**config.mk**
```make
export PLATFORM = sky130hd
export DESIGN_NAME = run_sequencer
export DESIGN_NICKNAME = d
export VERILOG_FILES = /design/src/rtl/run_sequencer.sv
export SDC_FILE = /design/constraint.sdc
export NUM_CORES = 1
export LEC_CHECK = 0
export BUFFER_PORTS_ARGS = -buffer_cell sky130_fd_sc_hd__buf_2
export CORE_ASPECT_RATIO = 0.75
export CORE_MARGIN = 3
export CORE_UTILIZATION = 30
export DETAILED_ROUTE_END_ITERATION = 7
export PLACE_DENSITY_LB_ADDON = 0.08
export SETUP_SLACK_MARGIN = 0.3
export SYNTH_ARGS = -nofsm -noshare
export SYNTH_HDL_FRONTEND = slang
export SYNTH_SLANG_ARGS = --single-unit
```
**constraint.sdc**
```tcl
create_clock -name clk -period 1.9 [get_ports clk]
set_input_delay 0.38 -clock clk [delete_from_list [all_inputs] [get_ports clk]]
set_output_delay 0.38 -clock clk [all_outputs]
set_load 0.02 [all_outputs]
```
**src/rtl/run_sequencer.sv**
```systemverilog
// Run-level controller for the processor core: accepts a program-start request,
// holds the core in reset for a fixed window, then times the run until done or watchdog.
module run_sequencer #(
    parameter int             D       = 12,
    parameter int             CW      = 16,
    parameter int             RST_CYC = 2,
    parameter int             TIMEOUT = 4096,
    parameter logic [D-1:0]   PC0     = 12'h000,
    parameter logic [D-1:0]   PC1     = 12'h100,
    parameter logic [D-1:0]   PC2     = 12'h200
) (
    input  logic          clk,
    input  logic          reset,
    input  logic          req,
    input  logic [1:0]    prog_sel,
    input  logic          core_done,
    output logic          core_reset,
    output logic [D-1:0]  start_pc,
    output logic          busy,
    output logic          done,
    output logic          timeout,
    output logic          bad_sel,
    output logic [CW-1:0] cycle_count
);

    localparam logic [1:0] S_IDLE = 2'd0;
    localparam logic [1:0] S_RST  = 2'd1;
    localparam logic [1:0] S_RUN  = 2'd2;
    localparam logic [1:0] S_FIN  = 2'd3;

    localparam logic [3:0]    RST_LOAD  = 4'(RST_CYC - 1);
    localparam logic [CW-1:0] WDOG_LAST = CW'(TIMEOUT - 1);

    logic [1:0] state;
    logic [1:0] sel_q;
    logic [3:0] rst_cnt;
    logic       idle_or_fin;
    logic       legal_req;

    assign idle_or_fin = (state == S_IDLE) || (state == S_FIN);
    assign legal_req   = idle_or_fin && req && (prog_sel != 2'd3);

    // NOTE: all state updates use non-blocking assignments so every register
    // samples the pre-edge values regardless of statement order.
    always_ff @(posedge clk) begin
        if (reset) begin
            state       <= S_IDLE;
            sel_q       <= 2'd0;
            rst_cnt     <= 4'd0;
            cycle_count <= '0;
            timeout     <= 1'b0;
            bad_sel     <= 1'b0;
        end else begin
            bad_sel <= idle_or_fin && req && (prog_sel == 2'd3);
            case (state)
                S_IDLE, S_FIN: begin
                    if (legal_req) begin
                        sel_q       <= prog_sel;
                        cycle_count <= '0;
                        timeout     <= 1'b0;
                        rst_cnt     <= RST_LOAD;
                        state       <= S_RST;
                    end
                end
                S_RST: begin
                    if (rst_cnt == 4'd0) state <= S_RUN;
                    else                 rst_cnt <= rst_cnt - 4'd1;
                end
                S_RUN: begin
                    cycle_count <= cycle_count + CW'(1);
                    // core_done takes priority over a watchdog expiring on the same edge
                    if (core_done) begin
                        state   <= S_FIN;
                        timeout <= 1'b0;
                    end else if (cycle_count == WDOG_LAST) begin
                        state   <= S_FIN;
                        timeout <= 1'b1;
                    end
                end
                default: state <= S_IDLE;
            endcase
        end
    end

    // NOTE: every output gets a default before the case so no latch is inferred.
    always_comb begin
        core_reset = 1'b1;
        busy       = 1'b0;
        done       = 1'b0;
        case (state)
            S_RST: busy = 1'b1;
            S_RUN: begin
                busy       = 1'b1;
                core_reset = 1'b0;
            end
            S_FIN: begin
                done       = 1'b1;
                core_reset = timeout;
            end
            default: ;
        endcase
    end

    always_comb begin
        start_pc = PC0;
        case (sel_q)
            2'd1:    start_pc = PC1;
            2'd2:    start_pc = PC2;
            default: start_pc = PC0;
        endcase
    end

endmodule

```
==> impl_metrics.tcl <==
set metrics [dict create \
    outcome "finished, final reports clean" \
    crit_path_max_fanout 6 \
    port_buffers 28 \
    hold_class "in -> reg" \
    hold_viol 0 \
    peakVddDrop_v 0.000501 \
    dp_hpwl_um 2640 \
    grt_start_max_net_pins 25 \
    antenna_found_initial 0 \
    core_area_mm2 0.00470 \
    insertedDiodeCount 0 \
    max_freq_mhz 581 \
    final_common_cell "buf_2" \
    critPathRequiredTime_ps 2120 \
    syn_inst 187 \
    syn_avg_cell_area_um2 8.29 \
    num_vias 1414 \
    power_density_mw_per_mm2 1080 \
    finalSetupTns_ps 0 \
    die_y_um 68.3 \
    cts_buffers 3 \
    drt-initial-drc-count 84 \
    syn-cell-area_mm2 0.00155 \
    max-slew-margin-rel_pct 61.7 \
    path_clk_slew_ps 100 \
    crit_path_end_kind "flop" \
    area_growth_pct 33.2 \
    cap_violations 0 \
    dieArea_mm2 0.00608 \
    ioPinCount 39 \
    first_pass_iters 4 \
    maxSlewViolCount 0 \
    gp_congestion 0.760 \
    crit_slowest_cell "or4_4" \
    ys_ff_latch 26 \
    max_stage_delay_ps 480 \
    layout_common_cells "26 x buf_2, 22 x dfxtp_1, 16 x nand2_1, 12 x nor2_1" \
    cts_max_path_buffers 2 \
    viasPerCell 5.07 \
    crit_type "reg -> reg" \
    grt_pass1_wl_um 5860 \
    grt-ovfl-total 0 \
    worst_clock_skew_ps 6.23 \
    ys_warn_count 0 \
    clock-sinks 26 \
    drc 0 \
    ant_nets 0 \
    p_leak_nw 0.859 \
    rows 21 \
    drt_wl_total_um 3970 \
    crit_arrival_ps 1940 \
    setup_viol 0 \
    synth-seq-area-share_pct 33.6 \
    drive_above_1_share_pct 36.0 \
    start_util_pct 33.0 \
    rsz0062_at_grt "yes" \
    worst_pin_slew_ps 573 \
    clock_latency_ps 280 \
    clockRootBuffer "clkbuf_8" \
    cts.htree.levels 1 \
    routedWlPerCell_um 14.2 \
    ys_types 43 \
    tritoncts "built" \
    cp-start-kind "flop" \
    fin_crit_ps 1720 \
    crit_chain "inv_2 -> ha_4 -> nor2b_4 -> a31oi_4 -> buf_12 -> or4_4 -> a21oi_2" \
    post-route-period-util_pct 90.6 \
    grt.total_usage_pct 12.3 \
    fin_nets 235 \
    die_w_um 89.0 \
    grt_pass1_vias 1225 \
    fillCellCount 475 \
    fin_util_pct 43.9 \
]
-- cell type report --
type / instances / area (µm²) / share of cell area [%]
Tap cell: 57 / 71.3 / 3.45
Clock buffer: 4 / 55.1 / 2.67
Inverter: 12 / 48.8 / 2.36
Timing Repair Buffer: 39 / 275 / 13.3
Multi-Input combinational cell: 141 / 1090 / 52.7
Sequential cell: 26 / 526 / 25.5
-- power by group --
| group | switching [mW] | leakage, nW | internal, mW |
|---|---|---|---|
| combinational | 0.644 | 0.618 | 0.557 |
| clock | 0.189 | 0.0288 | 0.186 |
| sequential | 0.0545 | 0.212 | 0.603 |
| total | 0.888 | 0.859 | 1.35 |
-- worst paths after layout --
check / startpoint / end / slack (ps) / depth (start not counted)
worst max-delay path: state[0]$_SDFFE_PP0P_ / cycle_count[5]$_SDFFE_PP0P_ / 180 / 7
worst min-delay path: prog_sel[1] / sel_q[1]$_SDFFE_PP0P_ / 410 / 3
worst max register to register: state[0]$_SDFFE_PP0P_ / cycle_count[5]$_SDFFE_PP0P_ / 180 / 7
worst min register to register: rst_cnt[0]$_SDFFE_PP0P_ / rst_cnt[0]$_SDFFE_PP0P_ / 490 / 2
-- stage by stage --
stage	setup WS [ps]	total power, mW	hold slack [ps]	area (µm²)	std cells
after detailed placement	188	1.49	476	1760	267
after CTS	214	1.96	405	1870	273
after global placement	222	1.47	465	1760	267
final	178	2.23	410	2060	279
after floorplan	271	1.34	454	1650	196
after global routing	113	2.39	438	2060	279
-- critical path, delay by kind of cell (launching register included) --
family | cells | cell delay (ps)
simple gates | 2 | 610
flops | 1 | 360
fa+ha+maj | 1 | 270
buf+inv | 2 | 220
compound gates | 2 | 200
-- state kept, by name, summed over array words and instances, names as in the netlist --
name,cells
bad_sel,1
cycle_count,16
timeout,1
rst_cnt,4
state,2
sel_q,2
-- cell families after synthesis --
logic type	share of synthesized area (%)
and+or+nand+nor	30.6
AOI/OAI and AO/OA	13.2
buffers and inverters	10.2
DFF	33.6
muxes	7.26
adders and majority gates	4.84
other	0.242
-- cells in the mapped netlist --
cell	n	area share, %
or3_1	2	0.81
nand2_1	16	3.9
mux2_2	2	1.5
or2_2	2	0.81
nor4b_1	1	0.57
nand3b_1	1	0.48
nor2_1	12	2.9
or4_1	6	2.9
buf_2	3	0.97
a21oi_1	12	3.9
nand2_4	1	0.73
nor3_1	5	1.6
a31oi_2	1	0.81
o22ai_1	1	0.40
nor3b_1	3	1.5
nand4_1	5	2.0
inv_1	11	2.7
and2_1	1	0.40
dfxtp_1	26	34
o221ai_1	1	0.57
o31ai_1	5	2.4
o21bai_1	2	0.97
a32oi_1	1	0.57
and4bb_2	1	0.81
a31oi_1	1	0.40
a41oi_1	1	0.57
buf_4	12	5.8
ha_1	6	4.8
nand2b_1	9	3.6
a21boi_1	1	0.48
and4_4	1	0.73
nand3_1	4	1.3
conb_1	1	0.24
clkbuf_1	1	0.24
nor2b_1	4	1.6
clkinv_1	1	0.24
a31o_2	1	0.57
and4_1	1	0.57
nor4_1	6	2.4
o21ai_0	5	1.6
mux2i_1	9	5.8
nor4b_2	1	0.97
clkbuf_2	1	0.32
-- metal layers --
metal	track usage (%)	up-vias	wire (µm)
li1	-	723	-
met1	18.0	657	2070
met2	17.8	32	1670
met3	4.09	2	217
met4	2.04	0	13
met5	0	-	0
-- what timing repair did --
action                                  4_1_cts  5_1_grt
endpoints found under the hold margin         0        0
hold buffers                                  0        0
gates resized for setup                      12       24
cloned                                        0        2
buffers inserted                              2        4
pin swaps                                     0       10
endpoints found under the setup margin       21       23
Note: power is estimated with default switching activity, not from simulation.
